**src/rtl/code_stepper_if.sv**
```systemverilog
// code_stepper_if
//   Groups the control inputs and the code/strobe outputs of code_stepper.
//   master : the side that drives button/direction/auto/load and watches the code
//   slave  : code_stepper itself
//
//   step_btn   raw push-button, high = pressed (asynchronous, bouncing)
//   up_dn      step direction, 1 = +1, 0 = -1
//   auto_en    1 = timer-driven stepping, button ignored
//   load       synchronous load strobe, highest priority
//   load_val   value written to code on load
//   code       current 3-bit code, registered
//   code_valid one-cycle pulse in the first cycle a new code is visible
//   wrap       one-cycle pulse with code_valid on a 7->0 or 0->7 step
interface code_stepper_if;
    logic       step_btn;
    logic       up_dn;
    logic       auto_en;
    logic       load;
    logic [2:0] load_val;
    logic [2:0] code;
    logic       code_valid;
    logic       wrap;

    modport master (
        output step_btn, up_dn, auto_en, load, load_val,
        input  code, code_valid, wrap
    );

    modport slave (
        input  step_btn, up_dn, auto_en, load, load_val,
        output code, code_valid, wrap
    );
endinterface

```
**src/rtl/code_stepper.sv**
```systemverilog
// code_stepper
//   Generates the 3-bit code feeding the 3-to-4 code converter. The code
//   advances on a debounced button press, on a free-running prescaler when
//   auto_en is high, or is written directly by a synchronous load.
//
//   clk    single clock, rising edge
//   rst_n  asynchronous active-low reset
//   bus    code_stepper_if.slave (controls in, code/code_valid/wrap out)
//
//   DB_CYCLES   (>=1) consecutive stable cycles needed to accept a button level
//   AUTO_PERIOD (>=2) cycles between automatic steps
module code_stepper #(
    parameter int DB_CYCLES   = 16,
    parameter int AUTO_PERIOD = 8
) (
    input  logic          clk,
    input  logic          rst_n,
    code_stepper_if.slave bus
);

    localparam int DBW = $clog2(DB_CYCLES + 1);
    localparam int PSW = $clog2(AUTO_PERIOD);
    localparam logic [DBW-1:0] DB_LAST = DBW'(DB_CYCLES - 1);
    localparam logic [PSW-1:0] PS_LAST = PSW'(AUTO_PERIOD - 1);

    logic           s1_q, s2_q;
    logic           db_level_q, db_level_d;
    logic [DBW-1:0] db_cnt_q, db_cnt_d;
    logic           btn_step_q, btn_step_d;
    logic [PSW-1:0] presc_q, presc_d;
    logic [2:0]     code_q, code_d;
    logic           valid_q, valid_d;
    logic           wrap_q, wrap_d;

    logic           auto_step;
    logic           step;

    // State registers
    always_ff @(posedge clk or negedge rst_n) begin
        if (!rst_n) begin
            s1_q       <= 1'b0;
            s2_q       <= 1'b0;
            db_level_q <= 1'b0;
            db_cnt_q   <= '0;
            btn_step_q <= 1'b0;
            presc_q    <= '0;
            code_q     <= 3'd0;
            valid_q    <= 1'b0;
            wrap_q     <= 1'b0;
        end else begin
            s1_q       <= bus.step_btn;
            s2_q       <= s1_q;
            db_level_q <= db_level_d;
            db_cnt_q   <= db_cnt_d;
            btn_step_q <= btn_step_d;
            presc_q    <= presc_d;
            code_q     <= code_d;
            valid_q    <= valid_d;
            wrap_q     <= wrap_d;
        end
    end

    // Debouncer: the level is accepted on the edge where the disagreement
    // count would reach DB_CYCLES, so the count never actually holds that value.
    always_comb begin
        db_level_d = db_level_q;
        db_cnt_d   = '0;
        btn_step_d = 1'b0;
        if (s2_q != db_level_q) begin
            if (db_cnt_q == DB_LAST) begin
                db_level_d = s2_q;
                btn_step_d = s2_q;   // press only; release is silent
            end else begin
                db_cnt_d = db_cnt_q + DBW'(1);
            end
        end
    end

    // Prescaler: the step fires on the same edge the count wraps.
    always_comb begin
        auto_step = bus.auto_en && (presc_q == PS_LAST);
        if (!bus.auto_en || bus.load || auto_step) begin
            presc_d = '0;
        end else begin
            presc_d = presc_q + PSW'(1);
        end
    end

    // Code update: load beats any step; a button pulse in auto mode is lost.
    always_comb begin
        step    = bus.auto_en ? auto_step : btn_step_q;
        code_d  = code_q;
        valid_d = 1'b0;
        wrap_d  = 1'b0;
        if (bus.load) begin
            code_d  = bus.load_val;
            valid_d = 1'b1;
        end else if (step) begin
            valid_d = 1'b1;
            if (bus.up_dn) begin
                code_d = code_q + 3'd1;
                wrap_d = (code_q == 3'd7);
            end else begin
                code_d = code_q - 3'd1;
                wrap_d = (code_q == 3'd0);
            end
        end
    end

    assign bus.code       = code_q;
    assign bus.code_valid = valid_q;
    assign bus.wrap       = wrap_q;

endmodule
```
**src/flat_wrapper.sv**
```systemverilog
// flat-port wrapper written by rule: the top's interface ports become plain ports
module code_stepper_flat 
#(
    parameter int DB_CYCLES   = 16,
    parameter int AUTO_PERIOD = 8
)
  (clk, rst_n, bus_step_btn, bus_up_dn, bus_auto_en, bus_load, bus_load_val, bus_code, bus_code_valid, bus_wrap);
  code_stepper_if bus_i ();
  input  logic clk;
  input  logic rst_n;
  input wire logic [$bits(bus_i.step_btn)-1:0] bus_step_btn;
  input wire logic [$bits(bus_i.up_dn)-1:0] bus_up_dn;
  input wire logic [$bits(bus_i.auto_en)-1:0] bus_auto_en;
  input wire logic [$bits(bus_i.load)-1:0] bus_load;
  input wire logic [$bits(bus_i.load_val)-1:0] bus_load_val;
  output wire logic [$bits(bus_i.code)-1:0] bus_code;
  output wire logic [$bits(bus_i.code_valid)-1:0] bus_code_valid;
  output wire logic [$bits(bus_i.wrap)-1:0] bus_wrap;
  assign bus_i.step_btn = bus_step_btn;
  assign bus_i.up_dn = bus_up_dn;
  assign bus_i.auto_en = bus_auto_en;
  assign bus_i.load = bus_load;
  assign bus_i.load_val = bus_load_val;
  assign bus_code = bus_i.code;
  assign bus_code_valid = bus_i.code_valid;
  assign bus_wrap = bus_i.wrap;
  code_stepper #(.DB_CYCLES(DB_CYCLES), .AUTO_PERIOD(AUTO_PERIOD)) u_core (.clk(clk), .rst_n(rst_n), .bus(bus_i));
endmodule
```
**config.mk**
```make
export PLATFORM = sky130hd
export DESIGN_NAME = code_stepper_flat
export DESIGN_NICKNAME = d
export VERILOG_FILES = /design/src/rtl/code_stepper_if.sv /design/src/rtl/code_stepper.sv /design/src/flat_wrapper.sv
export SDC_FILE = /design/constraint.sdc
export NUM_CORES = 1
export LEC_CHECK = 0
export ABC_AREA = 1
export CORE_MARGIN = 10
export CORE_UTILIZATION = 49
export DETAILED_ROUTE_END_ITERATION = 8
export GPL_TIMING_DRIVEN = 1
export PLACE_DENSITY = 0.76
export SYNTH_ARGS = -nofsm -noshare
export SYNTH_HDL_FRONTEND = slang
export SYNTH_SLANG_ARGS = --single-unit
export TNS_END_PERCENT = 1
```
**constraint.sdc**
```tcl
create_clock -name clk -period 1.49 [get_ports clk]
set_input_delay 0.149 -clock clk [delete_from_list [all_inputs] [get_ports clk]]
set_output_delay 0.149 -clock clk [all_outputs]
set_load 0.01 [all_outputs]
```
==> out/metrics.csv <==
stage,metric,value,unit
logic_synthesis,syn_area,758,µm²
job,drv_cap,0,
logic_synthesis,yosysSeqAreaShare,0.561,
logic_synthesis,synth_nets,98,
sta,rsz0062_at_grt,no,
detailed_routing,drt-total-wl,1390,µm
sta,skew,4.51,ps
critical_path,path_class,reg2out,
detailed_routing,postRouteAntennaNets,0,
global_routing,grt.total_usage,0.0891,
clock_tree,cts_tree,built,
die,die_y,59.3,µm
run_status,outcome,"complete, no violations",
cells_and_area,final_cells,120,
critical_path,startpoint_type,flop,
die,die_area,0.00352,mm²
sta,tightest_slew,422,ps
logic_synthesis,synthXorXnorAreaFrac,0.0231,
logic_synthesis,synthMuxAreaShare,0,
cells_and_area,largest_register_ff_count,5,
die,initial_core_util,0.509,
clock_tree,cts_made_buffers,3,
global_routing,gr-total-overflow,0,
logic_synthesis,synth_cell_types,15,
cells_and_area,area_delta_synth_final,26.2,%
logic_synthesis,synth_cells,85,
critical_path,critPathSlowestCell,clkdlybuf4s50_1,
clock_tree,clockBufferDepth,2,
clock_tree,root_buffer,clkbuf_4,
sta,setup_tns,0,ps
logic_synthesis,synthAdderAreaFrac,0.0759,
detailed_routing,avgViaCountPerCell,4.85,
global_routing,antenna_found_initial,0,
detailed_routing,drt-initial-drc-count,9,
logic_synthesis,synth.avg_cell_area,8.92,µm²
power,total_power,940,µW
critical_path,max_stage_delay,550,ps
logic_synthesis,synth-seq-cells,17,
critical_path,required,1340,ps
power,p_per_area,982,mW/mm²
die,num_io_pins,14,
cells_and_area,diodes,0,
min_path,hp-class,in2async,
sta,setup_violations,0,
cells_and_area,finalInstanceArea,957,µm²
sta,fin_crit_sh,0.947,
logic_synthesis,synth_top_cell_area_share,0.561,
clock_tree,cts.sink_count,17,
placed_design,place_area,923,µm²
sta,slew-limit-headroom,0.717,
cells_and_area,nets,118,
logic_synthesis,yosys.area_share.simple,0.231,
cells_and_area,layout-drive-gt1-share,0.0865,
placed_design,port_buffers,13,
die,fp.dieW,59.3,µm
critical_path,worst-path-buf-inv,1,
detailed_routing,via_count,582,
critical_path,critPathArrivalTime,1260,ps
critical_path,worstPathMaxFanout,5,
sta,clock.fmax,0.709,GHz
sta,finalHoldViolCount,0,
logic_synthesis,synth_top_cell_by_area,dfrtp_1,
logic_synthesis,synth_top_family_by_area,simple AND/OR/NAND/NOR gates,
logic_synthesis,yosysWarnings,0,
placed_design,place_inst,116,
global_routing,first_global_vias,573,
cells_and_area,fill_cells,133,
sta,layout_min_cycle_time,1410,ps
clock_tree,cts_setup_buffers,0,
clock_tree,clk_latency,290,ps
cells_and_area,largest-register,u_core.db_cnt_q,
die,row_count,14,
power,p_leak,0.000480,µW
logic_synthesis,synth_compound_area_frac,0.0396,
sta,drv_slew,0,
critical_path,ff2ff_path_depth,8,
global_routing,grt_pass1_wl,2430,µm
placed_design,gp_congestion,0.837,
global_routing,grt_max_degree,18,
critical_path,worstSetupEndpointType,primary output,
critical_path,worstPathCellList,clkdlybuf4s50_1,
critical_path,cpLargestDelayFamily,buffers and inverters,
clock_tree,path_clk_slew,100,ps
clock_tree,cts.htree.levels,1,
power,peakVddDrop,757,µV
logic_synthesis,synth_area_leaders,"dfrtp_1 56%, nand2_1 11%, inv_1 6.9%, ha_1 5.0%, nor2_1 5.0%",
placed_design,dp_hpwl,1040,µm
detailed_routing,drc,0,
critical_path,path_depth,1,
detailed_routing,wl_per_cell,11.6,µm
die,coreArea,0.00149,mm²
detailed_routing,dr.pass1.iters,4,
[per-layer routing]
metal  GRT usage  up-vias  part of all wire
met5           0        -                 0
met4      0.0393        0             0.022
met3      0.0386        4             0.055
met2       0.134       15              0.44
met1       0.107      261              0.49
li1            -      302                 -
[layout by cell type (no fill, tap or decap)]
| cell | instances |
|---|---|
| xnor2_1 | 1 |
| nand2_1 | 20 |
| dfrtp_2 | 2 |
| o21ai_1 | 1 |
| o21ai_0 | 3 |
| fa_1 | 1 |
| nand2_2 | 2 |
| nor3_1 | 1 |
| clkbuf_1 | 1 |
| inv_1 | 14 |
| clkbuf_4 | 3 |
| ha_1 | 3 |
| nor3b_1 | 1 |
| nor2_1 | 10 |
| nand3_1 | 6 |
| xor2_1 | 1 |
| clkdlybuf4s50_1 | 13 |
| dfrtp_1 | 15 |
| or2_1 | 1 |
| nand4_1 | 1 |
| a21oi_1 | 2 |
| buf_4 | 2 |
[cells in the mapped netlist (all sizes together)]
master  number
a21oi        2
dfrtp       17
fa           1
ha           3
inv         14
nand2       22
nand3        6
nand4        1
nor2        10
nor3         1
nor3b        1
o21ai        4
or2          1
xnor2        1
xor2         1
[stage by stage]
| step | utilization | worst slack, ps | hold WS (ps) |
|---|---|---|---|
| 4_1_cts | 0.638 | 22.9 | 166 |
| 6_report | 0.643 | 79.0 | 160 |
| 5_1_grt | 0.643 | 14.4 | 176 |
| 2_1_floorplan | - | 236 | -147 |
| 3_3_place_gp | 0.620 | 27.0 | 341 |
| 3_5_place_dp | 0.620 | -11.2 | 339 |
[layout make-up]
cell class / count / area (µm²) / share of cell area
sequential: 17 / 428 / 0.447
multi-input combinational: 54 / 285 / 0.298
timing repair buffer: 15 / 145 / 0.152
inverter: 14 / 52.6 / 0.0549
clock buffer: 4 / 26.3 / 0.0275
tap: 16 / 20.0 / 0.0209
[where the power goes]
part | internal [µW] | switching [µW]
sequential | 491 | 27.1
clock | 104 | 143
combinational | 88.1 | 86.1
total | 683 | 257
[path summary, 6_finish.rpt]
path | start | end | slack, ps
setup / recovery | u_core.bus.code[0] | bus_code[0] | 80
hold / removal | rst_n | u_core.bus.code[0] | 160
setup reg to reg | u_core.presc_q[0] | u_core.bus.code[1] | 150
hold reg to reg | u_core.s1_q | u_core.s2_q | 370
max in group asynchronous | rst_n | u_core.bus.code[1] | 1130
min in group clk | bus_step_btn | u_core.s1_q | 290
[repair_timing]
| item | CTS | global route |
|---|---|---|
| endpoints found under the hold margin | 0 | 0 |
| hold buffers | 0 | 0 |
| gates resized for setup | 0 | 5 |
| endpoints found under the setup margin | 0 | 4 |
[kinds of logic after synthesis]
kind of cell,after synthesis
buf+inv,14
compound gates,6
fa+ha+maj,4
flops,17
simple gates,42
xor+xnor,2
Note: power is estimated with default switching activity, not from simulation.
==> RTL change 1 (same flow settings) <==
`DB_CYCLES` is set to 16 in 2 places; all go to 32.
--- a/src/rtl/code_stepper.sv
+++ b/src/rtl/code_stepper.sv
@@ -11,5 +11,5 @@
 //   AUTO_PERIOD (>=2) cycles between automatic steps
 module code_stepper #(
-    parameter int DB_CYCLES   = 16,
+    parameter int DB_CYCLES   = 32,
     parameter int AUTO_PERIOD = 8
 ) (
--- a/src/flat_wrapper.sv
+++ b/src/flat_wrapper.sv
@@ -2,5 +2,5 @@
 module code_stepper_flat 
 #(
-    parameter int DB_CYCLES   = 16,
+    parameter int DB_CYCLES   = 32,
     parameter int AUTO_PERIOD = 8
 )
Function: same outputs for any inputs over 10 cycles, from zero or initial values and one cycle with rst_n low; that may be too few to reach the edited logic, so the function may still have changed.
==> RTL change 1 against the original RTL <==
  * Clock power increased by 19%
  * Total power rose by 7.5%
  * Setup slack got worse by 0.027 ns
  * Area after synthesis increased by 15%
  * Sequential cell count is 1 higher
  * Via count up 11%
  * Highest routed layer unchanged
  * Sequential power is 5.0% higher
  * Critical path depth unchanged
  * Routed wire length is 7.0% higher
  * Global-route usage down 0.85 points
  * Final area rose by 13%
==> RTL change 1: results <==
set metrics [dict create \
    status "complete, no violations" \
    drtIter0Drc 7 \
    ir_drop_v 0.000651 \
    p_leak_nw 0.527 \
    wl_met3_um 74 \
    slowest_delay_ns 0.57 \
    synth-edff-count 0 \
    yosys_warnings 0 \
    cts_made_buffers 3 \
    nNetsFinal 132 \
    dpl.hpwl_mm 1.21 \
    route.top_layer_used "met4" \
    grt_use_met2_pct 13.2 \
    swShare_pct 25.8 \
    pre_cts_slack_ns 0.0211 \
    routed-via-count 647 \
    grt_pass1_vias 635 \
    place_congestion 0.794 \
    r2r-end "u_core.bus.code[0]$_DFFE_PN0P_" \
    wirelength_met1_um 674 \
    dr.pass1.iters 2 \
    drive_above_1_share_pct 16.1 \
    fin_worst_skew_ns 0.00125 \
    yosysUniqueCellTypes 22 \
    rrSetupSlack_ns 0.12 \
    syn_nets 113 \
    ys_top_cells_by_area "dfrtp_1, nand2_1, inv_1" \
    grt_use_met3_pct 2.69 \
    slew-limit-headroom_pct 81.3 \
    crit_end "bus_code[1]" \
    gr-usage-all-layers_pct 8.06 \
    fillCellCount 145 \
    syn_avg_cell_area_um2 8.75 \
    root_buffer "clkbuf_4" \
    grt_first_pass_wirelength_mm 2.60 \
    reg2regPathDepth 8 \
    largest_reg_flops 6 \
    stdcell_count 143 \
    drt_wl_total_mm 1.49 \
    cp_max_fo 4 \
    grt_max_degree 19 \
    seq_area_frac_synth_pct 51.5 \
    synth_commonest_cells "nand2_1, dfrtp_1, inv_1" \
    dr_wl_met2_um 722 \
    crit_start "u_core.bus.code[1]$_DFFE_PN0P_" \
    grtUsageMet1_pct 8.98 \
    critical_path_arrival_ns 1.29 \
]
-- RTL change 1: cells by family after synthesis --
family,synth area share (%)
XOR/XNOR,3.00
adder cells (fa/ha/maj),6.58
flip-flops,51.5
buffers and inverters,7.29
AO/OA/AOI/OAI,3.86
AND/OR/NAND/NOR,27.8
-- RTL change 1: per-stage QoR --
step	cell area, um2	total power, mW	utilization, %
final	1080	1.01	63.3
after global routing	1080	1.07	63.3
after CTS	1080	1.03	63.2
after detailed placement	1040	0.725	61.1
after global placement	1040	0.720	61.1
after floorplan	875	0.638	-
-- RTL change 1: layout make-up --
type | count | area, um2 | area share [%]
multi-input cells | 65 | 360 | 33.3
clock buffers | 4 | 36.3 | 3.36
well taps | 25 | 31.3 | 2.89
inverters | 17 | 63.8 | 5.90
repair buffers | 14 | 138 | 12.7
flip-flops and latches | 18 | 452 | 41.8
-- RTL change 1: power by group through the flow --
stage               clock network [mW]  logic [mW]  registers, mW
floorplan                            0      0.0828          0.556
global placement                     0       0.169          0.552
detailed placement                   0       0.173          0.552
CTS                              0.313       0.174          0.543
global route                     0.325       0.196          0.548
finish                           0.296       0.171          0.544
-- RTL change 1: what timing repair did --
action                     CTS  global route
resized for setup            0             1
setup endpoints to repair    0             1
buffers inserted             0             0
-- RTL change 1: worst min path at each step --
stage	from	endpoint	slack [ns]	cells past startpoint
floorplan	rst_n	u_core.btn_step_q$_DFF_PN0_	-0.15	0
global placement	u_core.s1_q$_DFF_PN0_	u_core.s2_q$_DFF_PN0_	0.33	0
finish	rst_n	u_core.bus.code_valid$_DFF_PN0_	0.17	2
global route	rst_n	u_core.db_cnt_q[4]$_DFF_PN0_	0.19	2
detailed placement	u_core.s1_q$_DFF_PN0_	u_core.s2_q$_DFF_PN0_	0.33	0
CTS	rst_n	u_core.db_cnt_q[1]$_DFF_PN0_	0.17	2
==> RTL change 2 (same settings) <==
Without the edit above. Reset style: synchronous (`rst_n`), changed in one clocked block. Comments in the files are not updated.
--- a/src/rtl/code_stepper.sv
+++ b/src/rtl/code_stepper.sv
@@ -37,5 +37,5 @@
 
     // State registers
-    always_ff @(posedge clk or negedge rst_n) begin
+    always_ff @(posedge clk) begin
         if (!rst_n) begin
             s1_q       <= 1'b0;
Behaviour: differs if rst_n is asserted again (counterexample within 4 cycles, from zero or initial values and one cycle with rst_n low); with rst_n held inactive, the same outputs for 10 cycles.
==> RTL change 2 against the original RTL <==
  * Final area decreased by 2.0%
  * Largest power group unchanged
  * Sequential cell count unchanged
  * Setup slack improved by 0.011 ns
  * Area after synthesis decreased by 1.2%
  * Routed wire length decreased by 6.2%
  * Largest cell class unchanged
  * Total power decreased by 13%
  * Count of clock-buffer cells in the layout unchanged
  * Sequential share of layout area decreased by 8.2 points
==> RTL change 2: results <==
set metrics [dict create \
    synth_compound_area_share_pct 6.01 \
    design_area_um2 938 \
    drive_above_1_share_pct 13.6 \
    seq_cell_power_uw 480 \
    grt_use_met3_pct 2.58 \
    p_total_uw 816 \
    stdcell_count 126 \
    p_int_uw 627 \
    n_all_inverters 17 \
    synth-xor-area-share_pct 1.17 \
    seq_area_frac_synth_pct 45.4 \
    crit_start "u_core.bus.code[2]$_SDFFE_PN0P_" \
    p_leak_nw 0.407 \
    clkCellAreaFrac_pct 2.80 \
    syn_avg_cell_area_um2 8.15 \
    async_flop_share_pct 0 \
    cts_made_buffers 3 \
    place_congestion 0.838 \
    yosysUniqueCellTypes 22 \
    grt_max_degree 10 \
    ant_nets 0 \
    comb.multi_input.count 57 \
    wirelength_met1_um 584 \
    slew-limit-headroom_pct 81.3 \
    cp.required_ns 1.34 \
    detail_route.wl_per_cell_um 10.4 \
    fin_worst_skew_ns 0.00483 \
    netlist_instances 92 \
    multi_input_area_share_pct 36.3 \
    synthAdderAreaFrac_pct 9.35 \
    antenna_found_initial 0 \
    routed-via-count 617 \
    dpl.hpwl_mm 1.06 \
    clk_latency_ns 0.28 \
    status "complete, no violations" \
    worst_path_dominant_cell_family "buffers and inverters" \
    syn_nets 106 \
    dr_wl_met2_um 626 \
    ys_top_cells_by_area "dfxtp_1, inv_1, nand2_1" \
    grt_use_met2_pct 12.5 \
    top_register "u_core.db_cnt_q" \
    gr-usage-all-layers_pct 8.29 \
    grt_pass1_vias 555 \
    placed_cells 122 \
    wl_met3_um 80 \
    fillCellCount 137 \
    critical-path-slowest-cell "clkdlybuf4s50_1" \
    grt_first_pass_wirelength_mm 2.26 \
    ir_drop_v 0.000585 \
    seq_area_um2 343 \
    r2r_start "u_core.db_cnt_q[0]$_SDFF_PP0_" \
    hp-class "input pin to flop" \
    placed_cell_area_um2 910 \
    pre_cts_slack_ns -0.0440 \
    synth_commonest_cells "dfxtp_1, inv_1, nand2_1" \
    synth_ff_type "dfxtp_1" \
    buffer_area_share_pct 15.5 \
    comb_power_share_pct 12.3 \
    grtUsageMet1_pct 9.68 \
]
RTL change 2: cell types whose count changed in the layout (fill, tap and decap cells not counted), moves of 2 or more:
| cell | unedited run | this run |
|---|---|---|
| nand2_1 | 20 | 15 |
| dfrtp_2 | 2 | 0 |
| dfxtp_2 | 0 | 2 |
| dfxtp_1 | 0 | 15 |
| inv_1 | 14 | 16 |
| nand4_1 | 1 | 4 |
| dfrtp_1 | 15 | 0 |
RTL change 2: worst paths after layout:
check,to,cells past startpoint,slack [ns]
max,bus_code[2],1,0.09
min,u_core.s1_q$_SDFF_PN0_,3,0.39
max reg2reg,u_core.db_cnt_q[2]$_SDFF_PP0_,7,0.15
min reg2reg,u_core.presc_q[0]$_SDFF_PP0_,1,0.44
RTL change 2: worst reg2reg max path, stage by stage (launching register included):
cell and delay, ns:
dfxtp_1 0.35, ha_1 0.21, nand2_1 0.08, nor2_1 0.04, ha_1 0.18, inv_1 0.08, nand4_2 0.17, nor3b_2 0.17
